<file path="src/rtl/glitch_sweep_controller_if.sv">
`default_nettype none
// ============================================================================
// Module   : glitch_sweep_controller_if
// Purpose  : Bundles the host configuration, detector handshakes and
//            target-control signals of the glitch sweep controller.
// Modports : master - the sweep controller (drives delay/arm/reset/result)
//            slave  - the surrounding blocks / host (drive config/detectors)
// Options  : GLITCH_WIDTH_SWEEP_EN adds width_start/width_end/width_step,
//            glitch_width, set_width and result_width.
// Revision : 1.0 - initial release
// ============================================================================
interface glitch_sweep_controller_if #(
  parameter int DELAY_W = 32,
  parameter int ATT_W   = 8
);
  // Host / configuration
  logic               start;
  logic               abort;
  logic [DELAY_W-1:0] delay_start;
  logic [DELAY_W-1:0] delay_end;
  logic [DELAY_W-1:0] delay_step;
  logic [ATT_W-1:0]   attempts;
  // Detectors / target
  logic               trigger;
  logic               success;
  logic               target_alive;
  // Controller outputs
  logic [DELAY_W-1:0] delay;
  logic               set_delay;
  logic               trigger_arm;
  logic               success_arm;
  logic               target_soft_reset;
  logic               target_hard_reset;
  logic               busy;
  logic               done;
  logic               error;
  logic               result_valid;
  logic [DELAY_W-1:0] result_delay;
  logic               result_success;
  logic               result_timeout;
`ifdef GLITCH_WIDTH_SWEEP_EN
  logic [DELAY_W-1:0] width_start;
  logic [DELAY_W-1:0] width_end;
  logic [DELAY_W-1:0] width_step;
  logic [DELAY_W-1:0] glitch_width;
  logic               set_width;
  logic [DELAY_W-1:0] result_width;
`endif

  modport master (
`ifdef GLITCH_WIDTH_SWEEP_EN
    input  width_start, width_end, width_step,
    output glitch_width, set_width, result_width,
`endif
    input  start, abort, delay_start, delay_end, delay_step, attempts,
    input  trigger, success, target_alive,
    output delay, set_delay, trigger_arm, success_arm,
    output target_soft_reset, target_hard_reset, busy, done, error,
    output result_valid, result_delay, result_success, result_timeout
  );

  modport slave (
`ifdef GLITCH_WIDTH_SWEEP_EN
    output width_start, width_end, width_step,
    input  glitch_width, set_width, result_width,
`endif
    output start, abort, delay_start, delay_end, delay_step, attempts,
    output trigger, success, target_alive,
    input  delay, set_delay, trigger_arm, success_arm,
    input  target_soft_reset, target_hard_reset, busy, done, error,
    input  result_valid, result_delay, result_success, result_timeout
  );
endinterface
`default_nettype wire

</file>
<file path="src/rtl/glitch_sweep_controller.sv">
`default_nettype none
// ============================================================================
// Module   : glitch_sweep_controller
// Purpose  : Autonomous glitch delay sweep. For every delay point it runs
//            ATTEMPTS attempts of: reset target -> program delay -> arm
//            trigger -> wait trigger -> success window -> report result.
// Ports    : clk  - system clock
//            rst  - synchronous, active-low reset
//            bus  - glitch_sweep_controller_if.master (config, detector
//                   handshakes, target resets, per-attempt results)
// Options  : GLITCH_WIDTH_SWEEP_EN adds an inner glitch-width sweep loop.
// Revision : 1.0 - initial release
// ============================================================================
module glitch_sweep_controller #(
  parameter int DELAY_W      = 32,
  parameter int ATT_W        = 8,
  parameter int RST_PULSE    = 16,
  parameter int BOOT_TIMEOUT = 4096,
  parameter int TRIG_TIMEOUT = 65536,
  parameter int SUCCESS_WIN  = 1024
) (
  input  wire logic                   clk,
  input  wire logic                   rst,
  glitch_sweep_controller_if.master   bus
);

  localparam int MAX_A   = (RST_PULSE > BOOT_TIMEOUT) ? RST_PULSE : BOOT_TIMEOUT;
  localparam int MAX_B   = (TRIG_TIMEOUT > SUCCESS_WIN) ? TRIG_TIMEOUT : SUCCESS_WIN;
  localparam int MAX_CNT = (MAX_A > MAX_B) ? MAX_A : MAX_B;
  localparam int CNT_W   = $clog2(MAX_CNT + 1);

  localparam logic [CNT_W-1:0] RST_LAST  = CNT_W'(RST_PULSE - 1);
  localparam logic [CNT_W-1:0] BOOT_LAST = CNT_W'(BOOT_TIMEOUT - 1);
  localparam logic [CNT_W-1:0] TRIG_LAST = CNT_W'(TRIG_TIMEOUT - 1);
  localparam logic [CNT_W-1:0] WIN_LAST  = CNT_W'(SUCCESS_WIN - 1);

  typedef enum logic [3:0] {
    S_IDLE, S_SOFT_RST, S_BOOT_WAIT, S_HARD_RST, S_LOAD, S_ARM,
    S_WINDOW, S_REPORT, S_NEXT, S_DONE, S_FAIL
  } state_t;

  state_t             state_q, state_d;
  logic [CNT_W-1:0]   cnt_q, cnt_d;
  logic [ATT_W-1:0]   att_q, att_d;
  logic [ATT_W-1:0]   attempts_q, attempts_d;
  logic [DELAY_W-1:0] point_q, point_d;
  logic [DELAY_W-1:0] end_q, end_d;
  logic [DELAY_W-1:0] step_q, step_d;
  logic [DELAY_W-1:0] delay_q, delay_d;
  logic               hard_tried_q, hard_tried_d;
  logic               succ_q, succ_d;
  logic               timeout_q, timeout_d;
  logic               error_q, error_d;

  // Point advance uses one extra bit so a carry ends the sweep instead of
  // wrapping back to a small delay.
  logic [DELAY_W:0]   w_next_point;
  logic               w_point_more;
  logic [ATT_W:0]     w_att_inc;
  logic               w_last_att;
  logic               w_empty;

  assign w_next_point = {1'b0, point_q} + {1'b0, step_q};
  assign w_point_more = (step_q != '0) && !w_next_point[DELAY_W] &&
                        (w_next_point[DELAY_W-1:0] <= end_q);
  assign w_att_inc    = {1'b0, att_q} + (ATT_W+1)'(1);
  assign w_last_att   = (w_att_inc >= {1'b0, attempts_q});

`ifdef GLITCH_WIDTH_SWEEP_EN
  logic [DELAY_W-1:0] wpoint_q, wpoint_d;
  logic [DELAY_W-1:0] wstart_q, wstart_d;
  logic [DELAY_W-1:0] wend_q, wend_d;
  logic [DELAY_W-1:0] wstep_q, wstep_d;
  logic [DELAY_W-1:0] width_q, width_d;
  logic [DELAY_W:0]   w_next_width;
  logic               w_width_more;

  assign w_next_width = {1'b0, wpoint_q} + {1'b0, wstep_q};
  assign w_width_more = (wstep_q != '0) && !w_next_width[DELAY_W] &&
                        (w_next_width[DELAY_W-1:0] <= wend_q);
  assign w_empty      = (bus.delay_start > bus.delay_end) ||
                        (bus.width_start > bus.width_end);
`else
  assign w_empty      = (bus.delay_start > bus.delay_end);
`endif

  always_ff @(posedge clk) begin
    if (!rst) begin
      state_q      <= S_IDLE;
      cnt_q        <= '0;
      att_q        <= '0;
      attempts_q   <= '0;
      point_q      <= '0;
      end_q        <= '0;
      step_q       <= '0;
      delay_q      <= '0;
      hard_tried_q <= 1'b0;
      succ_q       <= 1'b0;
      timeout_q    <= 1'b0;
      error_q      <= 1'b0;
`ifdef GLITCH_WIDTH_SWEEP_EN
      wpoint_q     <= '0;
      wstart_q     <= '0;
      wend_q       <= '0;
      wstep_q      <= '0;
      width_q      <= '0;
`endif
    end else begin
      state_q      <= state_d;
      cnt_q        <= cnt_d;
      att_q        <= att_d;
      attempts_q   <= attempts_d;
      point_q      <= point_d;
      end_q        <= end_d;
      step_q       <= step_d;
      delay_q      <= delay_d;
      hard_tried_q <= hard_tried_d;
      succ_q       <= succ_d;
      timeout_q    <= timeout_d;
      error_q      <= error_d;
`ifdef GLITCH_WIDTH_SWEEP_EN
      wpoint_q     <= wpoint_d;
      wstart_q     <= wstart_d;
      wend_q       <= wend_d;
      wstep_q      <= wstep_d;
      width_q      <= width_d;
`endif
    end
  end

  always_comb begin
    state_d      = state_q;
    cnt_d        = cnt_q + CNT_W'(1);
    att_d        = att_q;
    attempts_d   = attempts_q;
    point_d      = point_q;
    end_d        = end_q;
    step_d       = step_q;
    delay_d      = delay_q;
    hard_tried_d = hard_tried_q;
    succ_d       = succ_q;
    timeout_d    = timeout_q;
    error_d      = error_q;
`ifdef GLITCH_WIDTH_SWEEP_EN
    wpoint_d     = wpoint_q;
    wstart_d     = wstart_q;
    wend_d       = wend_q;
    wstep_d      = wstep_q;
    width_d      = width_q;
`endif

    case (state_q)
      S_IDLE: begin
        if (bus.start && !bus.abort) begin
          point_d      = bus.delay_start;
          end_d        = bus.delay_end;
          step_d       = bus.delay_step;
          attempts_d   = (bus.attempts == '0) ? ATT_W'(1) : bus.attempts;
          att_d        = '0;
          hard_tried_d = 1'b0;
          error_d      = 1'b0;
`ifdef GLITCH_WIDTH_SWEEP_EN
          wpoint_d     = bus.width_start;
          wstart_d     = bus.width_start;
          wend_d       = bus.width_end;
          wstep_d      = bus.width_step;
`endif
          // An empty range still completes the handshake with a done pulse.
          state_d      = w_empty ? S_DONE : S_SOFT_RST;
        end
      end
      S_SOFT_RST: begin
        if (cnt_q == RST_LAST) state_d = S_BOOT_WAIT;
      end
      S_BOOT_WAIT: begin
        if (bus.target_alive) begin
          state_d = S_LOAD;
          delay_d = point_q;
`ifdef GLITCH_WIDTH_SWEEP_EN
          width_d = wpoint_q;
`endif
        end else if (cnt_q == BOOT_LAST) begin
          if (hard_tried_q) begin
            state_d = S_FAIL;
            error_d = 1'b1;
          end else begin
            state_d      = S_HARD_RST;
            hard_tried_d = 1'b1;
          end
        end
      end
      S_HARD_RST: begin
        if (cnt_q == RST_LAST) state_d = S_BOOT_WAIT;
      end
      S_LOAD: begin
        succ_d    = 1'b0;
        timeout_d = 1'b0;
        state_d   = S_ARM;
      end
      S_ARM: begin
        if (bus.trigger) begin
          state_d = S_WINDOW;
        end else if (cnt_q == TRIG_LAST) begin
          state_d   = S_REPORT;
          timeout_d = 1'b1;
        end
      end
      S_WINDOW: begin
        if (bus.success) succ_d = 1'b1;
        if (cnt_q == WIN_LAST) state_d = S_REPORT;
      end
      S_REPORT: begin
        state_d = S_NEXT;
      end
      S_NEXT: begin
        hard_tried_d = 1'b0;
        if (!w_last_att) begin
          att_d   = w_att_inc[ATT_W-1:0];
          state_d = S_SOFT_RST;
        end else begin
          att_d = '0;
`ifdef GLITCH_WIDTH_SWEEP_EN
          if (w_width_more) begin
            wpoint_d = w_next_width[DELAY_W-1:0];
            state_d  = S_SOFT_RST;
          end else if (w_point_more) begin
            wpoint_d = wstart_q;
            point_d  = w_next_point[DELAY_W-1:0];
            state_d  = S_SOFT_RST;
          end else begin
            state_d  = S_DONE;
          end
`else
          if (w_point_more) begin
            point_d = w_next_point[DELAY_W-1:0];
            state_d = S_SOFT_RST;
          end else begin
            state_d = S_DONE;
          end
`endif
        end
      end
      S_DONE:  state_d = S_IDLE;
      S_FAIL:  state_d = S_IDLE;
      default: state_d = S_IDLE;
    endcase

    // Abort overrides whatever the current state decided this cycle; the
    // terminal states already pulse done, so they are left alone.
    if (bus.abort && (state_q != S_IDLE) && (state_q != S_DONE) &&
        (state_q != S_FAIL)) begin
      state_d = S_DONE;
      error_d = error_q;
      delay_d = delay_q;
`ifdef GLITCH_WIDTH_SWEEP_EN
      width_d = width_q;
`endif
    end

    if (state_d != state_q) cnt_d = '0;
  end

  assign bus.delay             = delay_q;
  assign bus.set_delay         = (state_q == S_LOAD);
  assign bus.trigger_arm       = (state_q == S_ARM);
  assign bus.success_arm       = (state_q == S_WINDOW);
  assign bus.target_soft_reset = (state_q == S_SOFT_RST);
  assign bus.target_hard_reset = (state_q == S_HARD_RST);
  assign bus.busy              = (state_q != S_IDLE);
  assign bus.done              = (state_q == S_DONE) || (state_q == S_FAIL);
  assign bus.error             = error_q;
  assign bus.result_valid      = (state_q == S_REPORT);
  assign bus.result_delay      = (state_q == S_REPORT) ? delay_q : '0;
  assign bus.result_success    = (state_q == S_REPORT) && succ_q;
  assign bus.result_timeout    = (state_q == S_REPORT) && timeout_q;
`ifdef GLITCH_WIDTH_SWEEP_EN
  assign bus.glitch_width      = width_q;
  assign bus.set_width         = (state_q == S_LOAD);
  assign bus.result_width      = (state_q == S_REPORT) ? width_q : '0;
`endif

endmodule
`default_nettype wire

</file>
<file path="src/flat_wrapper.sv">
// flat-port wrapper written by rule: the top's interface ports become plain ports
module glitch_sweep_controller_flat 
#(
  parameter int DELAY_W      = 32,
  parameter int ATT_W        = 8,
  parameter int RST_PULSE    = 16,
  parameter int BOOT_TIMEOUT = 4096,
  parameter int TRIG_TIMEOUT = 65536,
  parameter int SUCCESS_WIN  = 1024
)
  (clk, rst, bus_start, bus_abort, bus_delay_start, bus_delay_end, bus_delay_step, bus_attempts, bus_trigger, bus_success, bus_target_alive, bus_delay, bus_set_delay, bus_trigger_arm, bus_success_arm, bus_target_soft_reset, bus_target_hard_reset, bus_busy, bus_done, bus_error, bus_result_valid, bus_result_delay, bus_result_success, bus_result_timeout);
  glitch_sweep_controller_if #(.DELAY_W(DELAY_W), .ATT_W(ATT_W)) bus_i ();
  input  wire logic clk;
  input  wire logic rst;
  input wire logic [$bits(bus_i.start)-1:0] bus_start;
  input wire logic [$bits(bus_i.abort)-1:0] bus_abort;
  input wire logic [$bits(bus_i.delay_start)-1:0] bus_delay_start;
  input wire logic [$bits(bus_i.delay_end)-1:0] bus_delay_end;
  input wire logic [$bits(bus_i.delay_step)-1:0] bus_delay_step;
  input wire logic [$bits(bus_i.attempts)-1:0] bus_attempts;
  input wire logic [$bits(bus_i.trigger)-1:0] bus_trigger;
  input wire logic [$bits(bus_i.success)-1:0] bus_success;
  input wire logic [$bits(bus_i.target_alive)-1:0] bus_target_alive;
  output wire logic [$bits(bus_i.delay)-1:0] bus_delay;
  output wire logic [$bits(bus_i.set_delay)-1:0] bus_set_delay;
  output wire logic [$bits(bus_i.trigger_arm)-1:0] bus_trigger_arm;
  output wire logic [$bits(bus_i.success_arm)-1:0] bus_success_arm;
  output wire logic [$bits(bus_i.target_soft_reset)-1:0] bus_target_soft_reset;
  output wire logic [$bits(bus_i.target_hard_reset)-1:0] bus_target_hard_reset;
  output wire logic [$bits(bus_i.busy)-1:0] bus_busy;
  output wire logic [$bits(bus_i.done)-1:0] bus_done;
  output wire logic [$bits(bus_i.error)-1:0] bus_error;
  output wire logic [$bits(bus_i.result_valid)-1:0] bus_result_valid;
  output wire logic [$bits(bus_i.result_delay)-1:0] bus_result_delay;
  output wire logic [$bits(bus_i.result_success)-1:0] bus_result_success;
  output wire logic [$bits(bus_i.result_timeout)-1:0] bus_result_timeout;
  assign bus_i.start = bus_start;
  assign bus_i.abort = bus_abort;
  assign bus_i.delay_start = bus_delay_start;
  assign bus_i.delay_end = bus_delay_end;
  assign bus_i.delay_step = bus_delay_step;
  assign bus_i.attempts = bus_attempts;
  assign bus_i.trigger = bus_trigger;
  assign bus_i.success = bus_success;
  assign bus_i.target_alive = bus_target_alive;
  assign bus_delay = bus_i.delay;
  assign bus_set_delay = bus_i.set_delay;
  assign bus_trigger_arm = bus_i.trigger_arm;
  assign bus_success_arm = bus_i.success_arm;
  assign bus_target_soft_reset = bus_i.target_soft_reset;
  assign bus_target_hard_reset = bus_i.target_hard_reset;
  assign bus_busy = bus_i.busy;
  assign bus_done = bus_i.done;
  assign bus_error = bus_i.error;
  assign bus_result_valid = bus_i.result_valid;
  assign bus_result_delay = bus_i.result_delay;
  assign bus_result_success = bus_i.result_success;
  assign bus_result_timeout = bus_i.result_timeout;
  glitch_sweep_controller #(.DELAY_W(DELAY_W), .ATT_W(ATT_W), .RST_PULSE(RST_PULSE), .BOOT_TIMEOUT(BOOT_TIMEOUT), .TRIG_TIMEOUT(TRIG_TIMEOUT), .SUCCESS_WIN(SUCCESS_WIN)) u_core (.clk(clk), .rst(rst), .bus(bus_i));
endmodule
</file>
<file path="config.mk">
export PLATFORM = sky130hd
export DESIGN_NAME = glitch_sweep_controller_flat
export DESIGN_NICKNAME = d
export VERILOG_FILES = /design/src/rtl/glitch_sweep_controller_if.sv /design/src/rtl/glitch_sweep_controller.sv /design/src/flat_wrapper.sv
export SDC_FILE = /design/constraint.sdc
export NUM_CORES = 1
export LEC_CHECK = 0
export ABC_AREA = 0
export CORE_MARGIN = 2
export CORE_UTILIZATION = 45
export DETAILED_ROUTE_END_ITERATION = 10
export PLACE_DENSITY = 0.7
export SYNTH_ARGS = -nofsm -noshare
export SYNTH_HDL_FRONTEND = slang
export SYNTH_SLANG_ARGS = --single-unit
</file>
<file path="constraint.sdc">
create_clock -name clk -period 6.15 [get_ports clk]
set_input_delay 1.23 -clock clk [delete_from_list [all_inputs] [get_ports clk]]
set_output_delay 1.23 -clock clk [all_outputs]
set_load 0.005 [all_outputs]
</file>
# Yosys cells after proc, flatten, opt, wreduce, memory -nomap -nowiden
# Index checks and enable logic that the tools add are counted.
# totals
reg_bits	169
out_inout_bits	75
# classes
addsub	3
magnitude_cmp	3
eq_ne	26
n_mux	35
bitwise_logic	2
n_reduce_logical	30
# op_table
cell	n
2-to-1 mux 32 bit	4
one-hot mux 32 bit (2 select lines)	1
2-to-1 mux 4 bit	12
adder 32 x 32 -> 33 bit	1
greater-than comparator 32 bit	1
<= comparator 32 bit	1
one-hot mux 4 bit (8 select lines)	1
nonzero test 32 bit	1
2-to-1 mux 8 bit	3
adder 17 x 1 -> 17 bit, second input constant	1
== test 17 x 10 -> 1 bit, second input constant	1
== test 17 x 12 -> 1 bit, second input constant	1
== test 17 x 16 -> 1 bit, second input constant	1
== test 17 x 4 -> 1 bit, second input constant	1
== test 4 x 3 -> 1 bit, second input constant	4
one-hot mux 8 bit (2 select lines)	1
== test 4 bit, second input constant	3
!= test 2 x 1 -> 1 bit, second input constant	6
adder 8 x 1 -> 9 bit, second input constant	1
>= comparator 9 x 8 -> 1 bit	1
2-to-1 mux 1 bit	9
== test 4 x 2 -> 1 bit, second input constant	2
logical AND 1 bit	8
zero test 8 bit	1
other kinds (18)	33

# Depth between registers and ports, before layout
# depth
depth_word	10
mapped_depth	22

# Worst setup path after synthesis
# Ideal clock, no wire load.
# synth_timing
path_kind	register to register
startpoint	register u_core.point_q[0]
endpoint	register u_core.point_q[10]
setup_time_ns	0.119
arrival_ns	4.312
required_time_ns	6.031
slack_ns	1.720
path_stages_with_launch	23
n_path_buf	2
path_cell_list	dfxtp_1 > ha_1 > inv_1 > fa_1 > nor2b_1 > o21ai_1 > a21o_1 > a31oi_2 > o21ba_2 > o21ai_0 > nand2b_1 > xor2_1 > ha_1 > nand4_1 > nor4_1 > a221oi_1 > a211o_1 > o311a_1 > and2_1 > buf_4 > a21o_1 > buf_4 > o221a_1
# synth_via
elab_chain_cells	6
elab_cells_between_ends	10
cone_classes	1 x add/sub; 1 x order compare; 1 x eq/ne; 3 x mux; 4 x reduce/logical
# synth_rtl
element	line_no	rtl
start: declaration	glitch_sweep_controller.sv:46	logic [DELAY_W-1:0] point_q, point_d;
start signal: assignment	glitch_sweep_controller.sv:113	point_q <= point_d;
adder 32 x 32 -> 33 bit *	glitch_sweep_controller.sv:63	assign w_next_point = {1'b0, point_q} + {1'b0, step_q};
branches (longest 5 deep; another with <= comparator 32 bit)	-	
# Every way passes the cells marked *. The select of a mux whose other input is x is not followed.
# A chain may end at the register's enable or synchronous reset.

# Final worst setup path
# layout_timing
startpoint	register u_core.point_q[0]
endpoint	register u_core.point_q[3]
# Same word-level chain as after synthesis.

==> metrics.txt <==
# TYPE chip_impl_metric gauge
chip_impl_metric{name="die_h",unit="um"} 160
chip_impl_metric{name="drive_above_1_share",unit="%"} 5.80
chip_impl_metric{name="cts.reportedPaths.clkPinSlew",unit="ns"} 0.07
chip_impl_info{name="layout.cells.most_common_list",value="259 x sky130_fd_sc_hd__nand2_1, 185 x sky130_fd_sc_hd__clkdlybuf4s50_1, 169 x sky130_fd_sc_hd__dfxtp_1"} 1
chip_impl_metric{name="finalWirelength",unit="um"} 32100
chip_impl_metric{name="route.detailed.wl_per_inst",unit="um"} 17.0
chip_impl_info{name="synth_ff_type",value="sky130_fd_sc_hd__dfxtp_1"} 1
chip_impl_metric{name="clkLatencyLatePin",unit="ns"} 0.43
chip_impl_metric{name="share_of_synthesized_flip_flops_with_an_asynchronous_set_or_reset",unit="%"} 0
chip_impl_metric{name="p_leak",unit="nW"} 5.46
chip_impl_metric{name="power.ir.vdd_worst",unit="mV"} 0.156
chip_impl_metric{name="ff2ff_setup_slack",unit="ns"} 0.76
chip_impl_metric{name="cts_htree_levels",unit=""} 4
chip_impl_metric{name="final_nets",unit=""} 1776
chip_impl_metric{name="syn-instance-count",unit=""} 1411
chip_impl_metric{name="drt_pre_antenna_iters",unit=""} 6
chip_impl_metric{name="io_buffer_count",unit=""} 185
chip_impl_metric{name="yosysWarnings",unit=""} 0
chip_impl_metric{name="synth-simple-area-share",unit="%"} 24.4
chip_impl_metric{name="place.detailed.instances",unit=""} 1857
chip_impl_metric{name="mappedNetlistArea",unit="um2"} 10900
chip_impl_info{name="worst_r2r_startpoint",value="u_core.point_q[0]"} 1
chip_impl_metric{name="finalCritPeriodShare",unit="%"} 87.7
chip_impl_metric{name="report.final.setup_viol",unit=""} 0
chip_impl_info{name="worstSetupStartpointType",value="flop"} 1
chip_impl_metric{name="via_count_of_the_first_global_routing_pass",unit=""} 9599
chip_impl_metric{name="cts.hold.buffers_added",unit=""} 0
chip_impl_metric{name="clock.fmax",unit="MHz"} 185
chip_impl_info{name="cts_tree",value="built"} 1
chip_impl_metric{name="detail-route-antenna-nets",unit=""} 0
chip_impl_metric{name="remaining_drc_errors",unit=""} 0
chip_impl_metric{name="initial_core_util",unit="%"} 46.2
chip_impl_metric{name="fin_skew",unit="ns"} 0.0125
chip_impl_metric{name="postCtsSetupRepairBufs",unit=""} 0
chip_impl_metric{name="post_route_worst_setup_slack",unit="ns"} 0.759
chip_impl_metric{name="layout.cell_area.non_filler",unit="um2"} 13600
chip_impl_metric{name="dpl_cell_area",unit="um2"} 13000
chip_impl_metric{name="setup_tns",unit="ns"} 0
chip_impl_metric{name="post-place-ws",unit="ns"} 0.917
chip_impl_metric{name="cellPowerDensity",unit="nW/um2"} 263
chip_impl_info{name="outcome",value="completed"} 1
chip_impl_info{name="timing.critical_path.to_type",value="flop"} 1
chip_impl_metric{name="clockBufferDepth",unit=""} 2
chip_impl_metric{name="final.fill_count",unit=""} 2170
chip_impl_metric{name="synth-seq-area-share",unit="%"} 31.0
chip_impl_metric{name="cts-buffers-inserted",unit=""} 17
chip_impl_metric{name="detailedRoute.firstIterationViolations",unit=""} 841
chip_impl_metric{name="min_period",unit="ns"} 5.39
chip_impl_metric{name="synth_fa_ha_area_share",unit="%"} 12.5
chip_impl_metric{name="distinct_cell_type_count_after_synthesis",unit=""} 78
chip_impl_metric{name="finalHoldWorstSlack",unit="ns"} 0.458
chip_impl_metric{name="finalHoldViolations",unit=""} 0
chip_impl_metric{name="fp.coreArea",unit="um2"} 23600
chip_impl_info{name="rsz0062_at_grt",value="false"} 1
chip_impl_metric{name="post_layout_nonfiller_instances",unit=""} 1889
chip_impl_info{name="startpoint",value="u_core.point_q[0]"} 1
chip_impl_metric{name="drt_via_density",unit=""} 5.48
chip_impl_metric{name="dp_hpwl",unit="um"} 24400
chip_impl_metric{name="gp_routability_congestion",unit=""} 0.916
chip_impl_metric{name="synth_xor_area_share",unit="%"} 3.77
chip_impl_info{name="clock_root_buffer",value="sky130_fd_sc_hd__clkbuf_16"} 1
chip_impl_metric{name="top_fanout_value_on_the_critical_path",unit=""} 15
chip_impl_metric{name="grt_antenna_before_repair",unit=""} 0
chip_impl_metric{name="post_cts_resize_count",unit=""} 0
chip_impl_metric{name="worst_slew_margin_rel",unit="%"} 18.4
chip_impl_metric{name="ioPinCount",unit=""} 186
chip_impl_info{name="critical_path_class",value="flop to flop"} 1
chip_impl_info{name="layout.cells.most_common",value="sky130_fd_sc_hd__nand2_1"} 1
chip_impl_metric{name="synth_fp_nets",unit=""} 1630
chip_impl_metric{name="grt_util_all_layers",unit="%"} 24.7
chip_impl_metric{name="antennaDiodeCount",unit=""} 0
chip_impl_metric{name="route.vias.total",unit=""} 10400
chip_impl_info{name="min_from",value="u_core.attempts_q[2]"} 1
chip_impl_metric{name="timing.critical_path.required",unit="ns"} 6.52
chip_impl_metric{name="clock_sinks",unit=""} 169
chip_impl_info{name="hold_path_class",value="flop to flop"} 1
chip_impl_metric{name="synth_enable_flop_cells",unit=""} 0
chip_impl_metric{name="final-max-slew-violation-count",unit=""} 0
chip_impl_metric{name="max_cap_violations",unit=""} 0
chip_impl_info{name="main_combinational_cell_family_by_area_after_synthesis",value="simple AND/OR/NAND/NOR gates"} 1
chip_impl_metric{name="postSynthRegisterBits",unit=""} 169
chip_impl_metric{name="grt_start_max_net_pins",unit=""} 143
chip_impl_metric{name="worst_pin_slew",unit="ns"} 1.22
chip_impl_metric{name="floorplan.die_area",unit="um2"} 25500
chip_impl_metric{name="std_cell_rows",unit=""} 56
chip_impl_metric{name="synth_compound_gate_area_share",unit="%"} 20.4
chip_impl_metric{name="globalRouteOverflowTotal",unit=""} 0
chip_impl_metric{name="critical_path_arrival",unit="ns"} 5.76
chip_impl_metric{name="synth.area.mux_share",unit="%"} 1.94
chip_impl_metric{name="syn2layout_area_growth",unit="%"} 24.4
chip_impl_metric{name="fp.dieW",unit="um"} 160
chip_impl_metric{name="avgSynthCellArea",unit="um2"} 7.73
chip_impl_metric{name="grt_pass1_wl",unit="um"} 51200
[state kept, by name, indices dropped and copies added, names as in the netlist]
register	cells
u_core.bus.delay	32
u_core.hard_tried_q	1
u_core.step_q	32
u_core.timeout_q	1
u_core.cnt_q	17
u_core.att_q	8
u_core.end_q	32
u_core.point_q	32
u_core.attempts_q	8
u_core.succ_q	1
u_core.state_q	4
u_core.bus.error	1
[final timing paths]
path / end / cells past startpoint
setup / recovery: u_core.point_q[3] / 21
hold / removal: u_core.attempts_q[2] / 2
setup reg to reg: u_core.point_q[3] / 21
hold reg to reg: u_core.attempts_q[2] / 2
[stage by stage]
stage	total power [mW]	utilization, %
6_report	3.57	57.5
5_1_grt	3.77	57.5
4_1_cts	3.56	57.5
3_5_place_dp	2.44	54.9
3_3_place_gp	2.43	54.9
2_1_floorplan	2.09	-
[power breakdown]
part	internal [mW]	switching, mW
Combinational	0.477	0.697
Sequential	1.18	0.0930
Clock	0.618	0.502
Total	2.28	1.29
[critical path, cell delays in order (launching register included)]
cell                       delay [ns]
sky130_fd_sc_hd__dfxtp_1         0.39
sky130_fd_sc_hd__ha_1            0.22
sky130_fd_sc_hd__inv_1           0.06
sky130_fd_sc_hd__fa_1            0.40
sky130_fd_sc_hd__nor2b_1         0.19
sky130_fd_sc_hd__o21ai_1         0.13
sky130_fd_sc_hd__a21o_1          0.20
sky130_fd_sc_hd__a31oi_2         0.39
sky130_fd_sc_hd__o21ba_2         0.25
sky130_fd_sc_hd__o21ai_0         0.08
sky130_fd_sc_hd__nand2b_1        0.11
sky130_fd_sc_hd__xor2_1          0.08
sky130_fd_sc_hd__ha_1            0.31
sky130_fd_sc_hd__nand4_1         0.10
sky130_fd_sc_hd__nor4_1          0.52
sky130_fd_sc_hd__and4_1          0.30
sky130_fd_sc_hd__a211o_1         0.11
sky130_fd_sc_hd__o311a_1         0.18
sky130_fd_sc_hd__and2_1          0.34
sky130_fd_sc_hd__a21o_1          0.45
sky130_fd_sc_hd__buf_4           0.29
sky130_fd_sc_hd__o221a_1         0.21
[synthesized netlist by cell type (all sizes together), types with 4 or more instances]
cell / count / share of area [%]
a2111oi: 4 / 0.50
a211oi: 21 / 1.4
a21o: 19 / 1.3
a21oi: 170 / 7.9
a221oi: 9 / 0.72
a31oi: 6 / 0.40
and2: 39 / 2.2
and3: 16 / 0.94
and4: 6 / 0.48
buf: 15 / 0.85
clkbuf: 53 / 1.9
dfxtp: 169 / 31
ha: 107 / 12
inv: 92 / 3.2
mux2i: 20 / 1.8
nand2: 271 / 9.6
nand2b: 12 / 0.69
nand3: 23 / 1.1
nand3b: 5 / 0.34
nand4: 17 / 0.98
nor2: 104 / 3.8
nor2b: 8 / 0.46
nor3: 15 / 0.69
nor3b: 5 / 0.34
nor4: 21 / 1.6
o211ai: 11 / 0.80
o21a: 11 / 0.76
o21ai: 44 / 2.0
o221a: 17 / 1.8
o31ai: 6 / 0.41
or3: 4 / 0.23
xnor2: 24 / 1.9
xor2: 23 / 1.8
[final cells by class]
class                      instances  area (um2)  area share (%)
multi-input combinational       1082        6890            50.8
sequential                       169        3380            24.9
timing repair buffer             195        1940            14.3
clock buffer                      17         425            3.14
tap                              319         399            2.94
inverter                          92         348            2.56
clock inverter                    15         184            1.36
[kinds of logic (layout without fill, tap and decap cells)]
logic type	count (synthesis)	count (layout)
AO/OA/AOI/OAI	349	349
XOR/XNOR	47	47
adder cells (fa/ha/maj)	108	108
buffers and inverters	160	319
flip-flops	169	169
multiplexers	21	21
AND/OR/NAND/NOR	557	557
[metal layers]
layer  wire (um)  track usage (%)
met5           0                0
met4         426             5.95
met2       13400             36.2
met1       16100             37.7
met3        2140             3.45
Power figures use the tool's default switching activity.
